## config.mk

```make
export PLATFORM = sky130hd
export DESIGN_NAME = tx_token_scheduler_flat
export DESIGN_NICKNAME = d
export VERILOG_FILES = /design/src/rtl/tx_token_scheduler_if.sv /design/src/rtl/tx_token_scheduler.sv /design/src/flat_wrapper.sv
export SDC_FILE = /design/constraint.sdc
export NUM_CORES = 1
export LEC_CHECK = 0
export ABC_CLOCK_PERIOD_IN_PS = 3300
export BUFFER_PORTS_ARGS = -buffer_cell sky130_fd_sc_hd__buf_2
export CAP_MARGIN = 20
export CORE_UTILIZATION = 50
export CTS_BUF_LIST = sky130_fd_sc_hd__clkbuf_16
export DETAILED_ROUTE_END_ITERATION = 6
export PLACE_DENSITY = 0.9
export SLEW_MARGIN = 20
export SYNTH_ARGS = -nofsm -noshare
export SYNTH_HDL_FRONTEND = slang
export SYNTH_SLANG_ARGS = --single-unit
export TNS_END_PERCENT = 100
```

## constraint.sdc

```tcl
create_clock -name pclk_tx -period 3.3 [get_ports pclk_tx]
set_input_delay 0.165 -clock pclk_tx [delete_from_list [all_inputs] [get_ports pclk_tx]]
set_output_delay 0.165 -clock pclk_tx [all_outputs]
set_load 0.1 [all_outputs]
```

## src/rtl/tx_token_scheduler_if.sv

```systemverilog
// Token, FIFO, FCT and credit signals between the TX token scheduler and its
// neighbours (link FSM, TX FIFO, tx_fct_send, character encoder).
interface tx_token_scheduler_if #(
    parameter int unsigned CW = 6
);
    logic          send_null_only;
    logic          send_fct_en;
    logic          send_data_en;
    logic          tick_req;
    logic [7:0]    time_in;
    logic [2:0]    fct_pend;
    logic          fct_rx;
    logic          data_valid;
    logic [8:0]    data_in;
    logic          enc_ready;
    logic          tok_valid;
    logic [1:0]    tok_type;
    logic [8:0]    tok_data;
    logic          fct_sent;
    logic          data_rd;
    logic [CW-1:0] credit;
    logic          credit_err;

    modport master (
        input  send_null_only, send_fct_en, send_data_en, tick_req, time_in,
        input  fct_pend, fct_rx, data_valid, data_in, enc_ready,
        output tok_valid, tok_type, tok_data, fct_sent, data_rd, credit, credit_err
    );

    modport slave (
        output send_null_only, send_fct_en, send_data_en, tick_req, time_in,
        output fct_pend, fct_rx, data_valid, data_in, enc_ready,
        input  tok_valid, tok_type, tok_data, fct_sent, data_rd, credit, credit_err
    );
endinterface

```

## src/rtl/tx_token_scheduler.sv

```systemverilog
// SpaceWire transmit token scheduler: picks time-code, FCT, N-char or NULL for
// the encoder and tracks the remote end's receive credit.
module tx_token_scheduler #(
    parameter int unsigned CREDIT_MAX  = 56,
    parameter int unsigned CREDIT_STEP = 8,
    parameter int unsigned CW          = 6
) (
    input  logic                 pclk_tx,
    input  logic                 rst_tx,
    tx_token_scheduler_if.master bus
);
    localparam int unsigned SW = CW + 1;

    localparam logic [1:0] TOK_NULL  = 2'b00;
    localparam logic [1:0] TOK_FCT   = 2'b01;
    localparam logic [1:0] TOK_NCHAR = 2'b10;
    localparam logic [1:0] TOK_TIME  = 2'b11;

    typedef enum logic {
        IDLE,
        HOLD
    } state_t;

    state_t        state;
    logic          tick_pend;
    logic [7:0]    tick_val;

    logic          active;
    logic          accept;
    logic          acc_fct;
    logic          acc_nchar;
    logic          acc_time;
    logic          elig_time;
    logic          elig_fct;
    logic          elig_nchar;
    logic [1:0]    next_type;
    logic [8:0]    next_data;
    logic [SW-1:0] credit_dec;
    logic [SW-1:0] credit_add;
    logic          credit_ovf;

    // Arbitration against the token being accepted on this same edge, so the
    // FCT and N-char guards also cover the cycle before fct_sent/data_rd rise.
    always_comb begin
        active     = bus.send_null_only | bus.send_fct_en | bus.send_data_en;
        accept     = (state == HOLD) & bus.enc_ready;
        acc_fct    = accept & (bus.tok_type == TOK_FCT);
        acc_nchar  = accept & (bus.tok_type == TOK_NCHAR);
        acc_time   = accept & (bus.tok_type == TOK_TIME);

        elig_time  = bus.send_data_en & tick_pend & ~acc_time;
        elig_fct   = (bus.send_fct_en | bus.send_data_en) & (bus.fct_pend != 3'd0)
                     & ~bus.fct_sent & ~acc_fct;
        elig_nchar = bus.send_data_en & bus.data_valid & (bus.credit != '0)
                     & ~bus.data_rd & ~acc_nchar;

        next_type  = TOK_NULL;
        next_data  = '0;
        if (elig_time) begin
            next_type = TOK_TIME;
            next_data = {1'b0, tick_val};
        end else if (elig_fct) begin
            next_type = TOK_FCT;
        end else if (elig_nchar) begin
            next_type = TOK_NCHAR;
            next_data = bus.data_in;
        end

        credit_dec = SW'(bus.credit) - SW'(acc_nchar);
        credit_add = credit_dec + SW'(CREDIT_STEP);
        credit_ovf = bus.fct_rx & (credit_add > SW'(CREDIT_MAX));
    end

    always_ff @(posedge pclk_tx or posedge rst_tx) begin
        if (rst_tx) begin
            state          <= IDLE;
            tick_pend      <= 1'b0;
            tick_val       <= '0;
            bus.tok_valid  <= 1'b0;
            bus.tok_type   <= TOK_NULL;
            bus.tok_data   <= '0;
            bus.fct_sent   <= 1'b0;
            bus.data_rd    <= 1'b0;
            bus.credit     <= '0;
            bus.credit_err <= 1'b0;
        end else begin
            bus.fct_sent <= acc_fct;
            bus.data_rd  <= acc_nchar;

            // A new request always wins over the clear from a time-code acceptance.
            if (bus.tick_req) begin
                tick_pend <= 1'b1;
                tick_val  <= bus.time_in;
            end else if (acc_time) begin
                tick_pend <= 1'b0;
            end

            if (credit_ovf) begin
                bus.credit_err <= 1'b1;
            end
            if (bus.fct_rx && !credit_ovf) begin
                bus.credit <= CW'(credit_add);
            end else begin
                bus.credit <= CW'(credit_dec);
            end

            case (state)
                IDLE: begin
                    if (active) begin
                        state         <= HOLD;
                        bus.tok_valid <= 1'b1;
                        bus.tok_type  <= next_type;
                        bus.tok_data  <= next_data;
                    end
                end
                HOLD: begin
                    if (accept && active) begin
                        bus.tok_type <= next_type;
                        bus.tok_data <= next_data;
                    end else if (accept) begin
                        state         <= IDLE;
                        bus.tok_valid <= 1'b0;
                        bus.tok_type  <= TOK_NULL;
                        bus.tok_data  <= '0;
                    end
                end
                default: state <= IDLE;
            endcase
        end
    end
endmodule

```

## src/flat_wrapper.sv

```systemverilog
// flat-port wrapper written by rule: the top's interface ports become plain ports
module tx_token_scheduler_flat 
#(
    parameter int unsigned CREDIT_MAX  = 56,
    parameter int unsigned CREDIT_STEP = 8,
    parameter int unsigned CW          = 6
)
  (pclk_tx, rst_tx, bus_send_null_only, bus_send_fct_en, bus_send_data_en, bus_tick_req, bus_time_in, bus_fct_pend, bus_fct_rx, bus_data_valid, bus_data_in, bus_enc_ready, bus_tok_valid, bus_tok_type, bus_tok_data, bus_fct_sent, bus_data_rd, bus_credit, bus_credit_err);
  tx_token_scheduler_if #(.CW(CW)) bus_i ();
  input  logic pclk_tx;
  input  logic rst_tx;
  input wire logic [$bits(bus_i.send_null_only)-1:0] bus_send_null_only;
  input wire logic [$bits(bus_i.send_fct_en)-1:0] bus_send_fct_en;
  input wire logic [$bits(bus_i.send_data_en)-1:0] bus_send_data_en;
  input wire logic [$bits(bus_i.tick_req)-1:0] bus_tick_req;
  input wire logic [$bits(bus_i.time_in)-1:0] bus_time_in;
  input wire logic [$bits(bus_i.fct_pend)-1:0] bus_fct_pend;
  input wire logic [$bits(bus_i.fct_rx)-1:0] bus_fct_rx;
  input wire logic [$bits(bus_i.data_valid)-1:0] bus_data_valid;
  input wire logic [$bits(bus_i.data_in)-1:0] bus_data_in;
  input wire logic [$bits(bus_i.enc_ready)-1:0] bus_enc_ready;
  output wire logic [$bits(bus_i.tok_valid)-1:0] bus_tok_valid;
  output wire logic [$bits(bus_i.tok_type)-1:0] bus_tok_type;
  output wire logic [$bits(bus_i.tok_data)-1:0] bus_tok_data;
  output wire logic [$bits(bus_i.fct_sent)-1:0] bus_fct_sent;
  output wire logic [$bits(bus_i.data_rd)-1:0] bus_data_rd;
  output wire logic [$bits(bus_i.credit)-1:0] bus_credit;
  output wire logic [$bits(bus_i.credit_err)-1:0] bus_credit_err;
  assign bus_i.send_null_only = bus_send_null_only;
  assign bus_i.send_fct_en = bus_send_fct_en;
  assign bus_i.send_data_en = bus_send_data_en;
  assign bus_i.tick_req = bus_tick_req;
  assign bus_i.time_in = bus_time_in;
  assign bus_i.fct_pend = bus_fct_pend;
  assign bus_i.fct_rx = bus_fct_rx;
  assign bus_i.data_valid = bus_data_valid;
  assign bus_i.data_in = bus_data_in;
  assign bus_i.enc_ready = bus_enc_ready;
  assign bus_tok_valid = bus_i.tok_valid;
  assign bus_tok_type = bus_i.tok_type;
  assign bus_tok_data = bus_i.tok_data;
  assign bus_fct_sent = bus_i.fct_sent;
  assign bus_data_rd = bus_i.data_rd;
  assign bus_credit = bus_i.credit;
  assign bus_credit_err = bus_i.credit_err;
  tx_token_scheduler #(.CREDIT_MAX(CREDIT_MAX), .CREDIT_STEP(CREDIT_STEP), .CW(CW)) u_core (.pclk_tx(pclk_tx), .rst_tx(rst_tx), .bus(bus_i));
endmodule
```

Word level (Yosys, flattened, before mapping)
Cells that the tools add are included.
{"block": "totals", "regBits": 31, "latchBits": 0, "mem_bits_rw": 0, "rom_bits": 0, "out_inout_bits": 21, "elab_cells": 76, "mem_count": 0}
{"block": "classes", "addsub": 2, "n_mul": 0, "div": 0, "n_lt_le_gt_ge": 1, "n_eq_ne": 7, "n_shift": 0, "n_mux": 25, "n_bitwise": 23, "reduce_logical": 8}
{"op": "two-way mux 9 bit", "n": 6}
{"op": "one-hot mux 9 bit (2 select lines)", "n": 1}
{"op": "bitwise AND 1 bit", "n": 14}
{"op": "two-way mux 2 bit", "n": 6}
{"op": "two-way mux 1 bit", "n": 8}
{"op": "adder 7 x 4 -> 7 bit, second input constant", "n": 1}
{"op": "> comparator 7 x 6 -> 1 bit, second input constant", "n": 1}
{"op": "subtractor 6 x 1 -> 7 bit", "n": 1}
{"op": "two-way mux 6 bit", "n": 1}
{"op": "NOT 1 bit", "n": 6}
{"op": "nonzero test 6 bit", "n": 1}
{"op": "== test 2 bit, second input constant", "n": 2}
{"op": "!= test 2 bit, second input constant", "n": 2}
{"op": "one-hot mux 1 bit (2 select lines)", "n": 2}
{"op": "one-hot mux 2 bit (2 select lines)", "n": 1}
{"op": "!= test 3 bit, second input constant", "n": 1}
{"op": "bitwise OR 1 bit", "n": 3}
{"op": "AND reduction 3 bit", "n": 1}
{"op": "nonzero test 3 bit", "n": 1}
{"op": "== test 2 x 1 -> 1 bit, second input constant", "n": 1}
{"op": "logical AND 1 bit", "n": 2}
{"op": "!= test 2 x 1 -> 1 bit, second input constant", "n": 1}
{"op": "AND reduction 2 bit", "n": 1}
{"op": "nonzero test 2 bit", "n": 1}
{"op": "logical NOT 1 bit", "n": 1}

Logic depth before layout (Yosys ltp)
{"block": "depth", "word_depth": 9, "depth_mapped": 12, "ltp_nobuf": 12}

Worst setup path before layout
OpenSTA, ideal clock, no wires.
{"block": "synth_path", "path_type": "reg2reg", "start": "register u_core.bus.tok_type[0]", "end": "register u_core.bus.credit[5]", "t_arrival_ps": 3533, "t_required_ps": 3162, "setup_slack_ps": -371, "path_stages_with_launch": 13, "path_buffers": 0, "cell_sequence": "dfrtp_1 -> and4b_1 -> ha_1 -> ha_1 -> nor3b_1 -> xnor2_1 -> inv_1 -> ha_1 -> nand3_1 -> o21ai_0 -> o211ai_1 -> o2111a_1 -> or4b_1"}
{"block": "synth_via", "elab_chain_len": 9}
{"element": "start, declared", "line_no": "tx_token_scheduler_if.sv:27", "rtl": "output tok_valid, tok_type, tok_data, fct_sent, data_rd, credit, credit_err"}
{"element": "start signal, assigned", "line_no": "tx_token_scheduler.sv:112", "rtl": "bus.tok_type <= next_type;"}
{"element": "start signal, assigned", "line_no": "tx_token_scheduler.sv:118", "rtl": "bus.tok_type <= next_type;"}
{"element": "== test 2 bit (*)", "line_no": "tx_token_scheduler.sv:48", "rtl": "acc_nchar = accept & (bus.tok_type == TOK_NCHAR);"}
{"element": "bitwise AND 1 bit (*)", "line_no": "tx_token_scheduler.sv:48"}
{"element": "net u_core.acc_nchar", "line_no": "tx_token_scheduler.sv:31", "rtl": "logic acc_nchar;"}
{"element": "subtractor 6 x 1 -> 7 bit (*)", "line_no": "tx_token_scheduler.sv:69", "rtl": "credit_dec = SW'(bus.credit) - SW'(acc_nchar);"}
{"element": "adder 7 x 4 -> 7 bit", "line_no": "tx_token_scheduler.sv:70", "rtl": "credit_add = credit_dec + SW'(CREDIT_STEP);"}
{"element": "> comparator 7 x 6 -> 1 bit", "line_no": "tx_token_scheduler.sv:71", "rtl": "credit_ovf = bus.fct_rx & (credit_add > SW'(CREDIT_MAX));"}
{"element": "bitwise AND 1 bit", "line_no": "tx_token_scheduler.sv:71"}
{"element": "logical NOT 1 bit", "line_no": "tx_token_scheduler.sv:101", "rtl": "if (bus.fct_rx && !credit_ovf) begin"}
{"element": "logical AND 1 bit", "line_no": "tx_token_scheduler.sv:101"}
{"element": "two-way mux 6 bit (*)", "line_no": "tx_token_scheduler.sv:101"}
{"element": "end signal, assigned", "line_no": "tx_token_scheduler.sv:102", "rtl": "bus.credit <= CW'(credit_add);"}
{"element": "end signal, assigned", "line_no": "tx_token_scheduler.sv:104", "rtl": "bus.credit <= CW'(credit_dec);"}
{"element": "end, declared", "line_no": "tx_token_scheduler_if.sv:27"}
Mark *: on every way through the listed nets, which the timed path passes. The rest lies on a longest branch.
A chain may end at the register's enable or synchronous reset.

Final worst setup path
Ends and elaborated chain as after synthesis.

==> flow_summary.json <==
{
  "status": "finished with violations",
  "violations": "DRC",
  "period_share_pct": 98.81,
  "synth.avg_cell_area_sq_um": 10.75,
  "syn_inst": 142,
  "ff2ff_path_depth": 12,
  "grt_busiest_layer": "met2",
  "synth.cell_area_sq_mm": 0.001526,
  "nNetsFinal": 233,
  "grt_use_total_pct": 25.92,
  "power_frac_comb_pct": 44.0,
  "layout-drive-gt1-share_pct": 47.03,
  "use_met2_pct": 42.69,
  "clk_latency_ns": 0.28,
  "postSynthNetCount": 174,
  "met1_usage_pct": 29.25,
  "routed_via_density": 6.137,
  "grt_pass1_wl_um": 6168,
  "grt_pass1_vias": 1377,
  "grt_util_met3_pct": 7.937,
  "ys_ff_latch": 31,
  "drtIter0Drc": 90,
  "irDropWorstVdd_mv": 0.4160,
  "postLayoutCoreUtil_pct": 74.26,
  "die-area_sq_mm": 0.003278,
  "die_w_um": 57.26,
  "layout_common_cells": "buf_2 (49), dfrtp_1 (27), nor2_1 (11), nand2_1 (11)",
  "io_buffers": 49,
  "fp.dieH_um": 57.26,
  "ant_nets": 0,
  "clock_tree.buffer_depth": 2,
  "gr-total-overflow": 0,
  "coreArea_sq_mm": 0.002829,
  "critPathMaxStageDelay_ns": 0.52,
  "min_period_ns": 3.261,
  "critPathSlowestCell": "or4b_1",
  "syn_to_final_growth_pct": 37.62,
  "synth_cell_type_count": 39,
  "diodes": 0,
  "clockPowerShare_pct": 29.1,
  "critPathArrivalTime_ns": 3.40,
  "p_sw_share_pct": 44.93,
  "start_util_pct": 53.96,
  "antenna_found_initial": 0,
  "p_int_mw": 1.112,
  "top_level_ports": 50,
  "synth_top_area_share_pct": 50.82,
  "grt_start_max_net_pins": 23,
  "cts_num_sinks": 31,
  "report.final.slew_viol_count": 0,
  "fin_setup_tns_ns": 0,
  "critical_path_class": "register to register",
  "dr.pass1.iters": 6,
  "totalWireLength_um": 4035,
  "hpwl_um": 2696,
  "via_count": 1430,
  "tightest_slew_ns": 0.8215,
  "crit_fanout": 5,
  "cp-start-kind": "register",
  "drv_cap": 0,
  "placed_area_sq_mm": 0.001826,
  "avgRoutedWirePerCell_um": 17.32,
  "powerDensity_mw_per_mm2": 961.2,
  "clkTransAtPathRegs_ns": 0.05,
  "finalInstanceArea_sq_mm": 0.002101,
  "drc": 7,
  "ys_seq_area_share_pct": 50.82,
  "hold_path_class": "input port to async pin",
  "crit_chain": "and4b_1 > ha_2 > ha_2 > nor3b_4 > xnor2_2 > inv_2 > ha_4 > nand3_2 > o21ai_1 > o211ai_1 > o2111a_1 > or4b_1",
  "numCtsBuffers": 5,
  "place.gp.congestion": 0.9612,
  "max_freq_mhz": 306.7,
  "setup_viol": 0,
  "crit_top_cell": "ha_2",
  "rows": 19,
  "cts_tree": "done",
  "fin_worst_skew_ns": 0.003257,
  "hold_viol_final": 0,
  "relSlewSlack_pct": 45.17,
  "yosysWarnings": 0,
  "p_switching_mw": 0.9073,
  "final_common_cell": "buf_2",
  "p_leak_nw": 1.001,
  "cts-root-buf": "clkbuf_16",
  "htree_levels": 2,
  "end_kind": "register",
  "synth_area_leaders": "dfrtp_1 (51%), a32o_1 (5.9%), mux2_2 (5.9%)",
  "crit_required_ns": 3.44,
  "yosysTopAreaCell": "dfrtp_1",
  "power_frac_seq_pct": 26.9
}
## cells by family after synthesis
logic type,after synthesis,share of synthesized area [%]
mux,8,5.902
buf+inv,13,3.197
flops,31,50.82
simple gates,45,15.90
xor+xnor,3,1.722
compound gates,39,20.00
fa+ha+maj,3,2.459
## critical path: cells and delay by family (launching register included)
family | cells | cell delay [ns]
xor gates and xnor gates | 1 | 0.17
AOI/OAI and AO/OA | 3 | 0.52
adders and majority gates | 3 | 0.69
DFF | 1 | 0.49
and+or+nand+nor | 4 | 1.17
buffers and inverters | 1 | 0.10
## state kept, by name (all words and copies together), names as in the netlist, 2 cells and up
register and cells:
u_core.bus.tok_data 9, u_core.bus.credit 6, u_core.tick_val 8, u_core.bus.tok_type 2
## stage by stage
stage	cells	worst slack [ns]	power, mW	hold WS [ns]
after floorplan	142	0.07690	1.195	0.2684
after global placement	218	0.1903	1.320	0.3595
after detailed placement	218	-0.03608	1.351	0.3665
after CTS	229	0.03479	1.963	0.07196
after global routing	233	-0.05126	2.091	0.1172
final	233	0.03914	2.019	0.04505
## synthesized netlist by cell type
master	count
nor3b_1	2
and4b_1	1
o21bai_1	1
ha_1	3
nand3b_1	1
a21oi_1	3
dfrtp_1	31
and3_1	1
o31ai_1	1
nor4_1	2
mux2_2	8
nor2_1	11
xnor2_1	2
a211oi_1	2
or3_1	2
inv_1	7
a211o_1	1
clkbuf_1	6
nand3_1	2
xor2_1	1
o2111a_1	1
a31o_2	8
a32o_1	9
nor3_1	4
a31oi_1	1
and2_1	1
o211ai_1	1
nand2b_1	2
and2_4	1
o21ai_0	7
and4_1	1
a22o_1	1
nand4_1	1
or4b_4	1
or4b_1	1
o41ai_1	1
o22ai_1	1
a21o_1	1
nand2_1	11
## worst paths after layout
kind	startpoint	to	slack (ns)
min in group pclk_tx	bus_send_null_only	u_core.state$_DFF_PP0_	0.11
max in group asynchronous	rst_tx	u_core.bus.tok_data[3]$_DFFE_PP0P_	2.61
setup / recovery	u_core.bus.tok_type[0]$_DFFE_PP0P_	u_core.bus.credit[5]$_DFF_PP0_	0.04
hold reg to reg	u_core.tick_pend$_DFFE_PP0P_	u_core.tick_pend$_DFFE_PP0P_	0.47
setup reg to reg	u_core.bus.tok_type[0]$_DFFE_PP0P_	u_core.bus.credit[5]$_DFF_PP0_	0.04
hold / removal	rst_tx	u_core.tick_val[3]$_DFFE_PP0P_	0.05
## power groups by stage
stage               Combinational, mW  Clock [mW]  Sequential [mW]
global route                    0.931       0.609            0.552
global placement                0.789           0            0.531
CTS                             0.833       0.593            0.537
floorplan                       0.255           0            0.941
detailed placement              0.813           0            0.538
finish                          0.889       0.587            0.543
## metal layers
| layer | routed length (um) | share of wire (%) |
|---|---|---|
| met1 | 1534 | 38 |
| met2 | 2076 | 51 |
| met3 | 274 | 6.8 |
| met4 | 150 | 3.7 |
| met5 | 0 | 0 |
## area by class of cell
cell class | instances | area, sq um
Clock buffer | 5 | 125.1
Tap cell | 31 | 38.79
Sequential cell | 31 | 785.8
Clock inverter | 3 | 63.81
Fill cell | 194 | 728.2
Multi-Input combinational cell | 98 | 748.2
Timing Repair Buffer | 58 | 312.8
Inverter | 7 | 26.28
## what timing repair did
| item | 4_1_cts | 5_1_grt |
|---|---|---|
| pin swaps | 1 | 4 |
| setup endpoints to repair | 3 | 3 |
| hold buffers | 0 | 0 |
| gates resized for setup | 3 | 5 |
| buffers inserted | 3 | 4 |
Note: power is estimated with default switching activity, not from simulation.
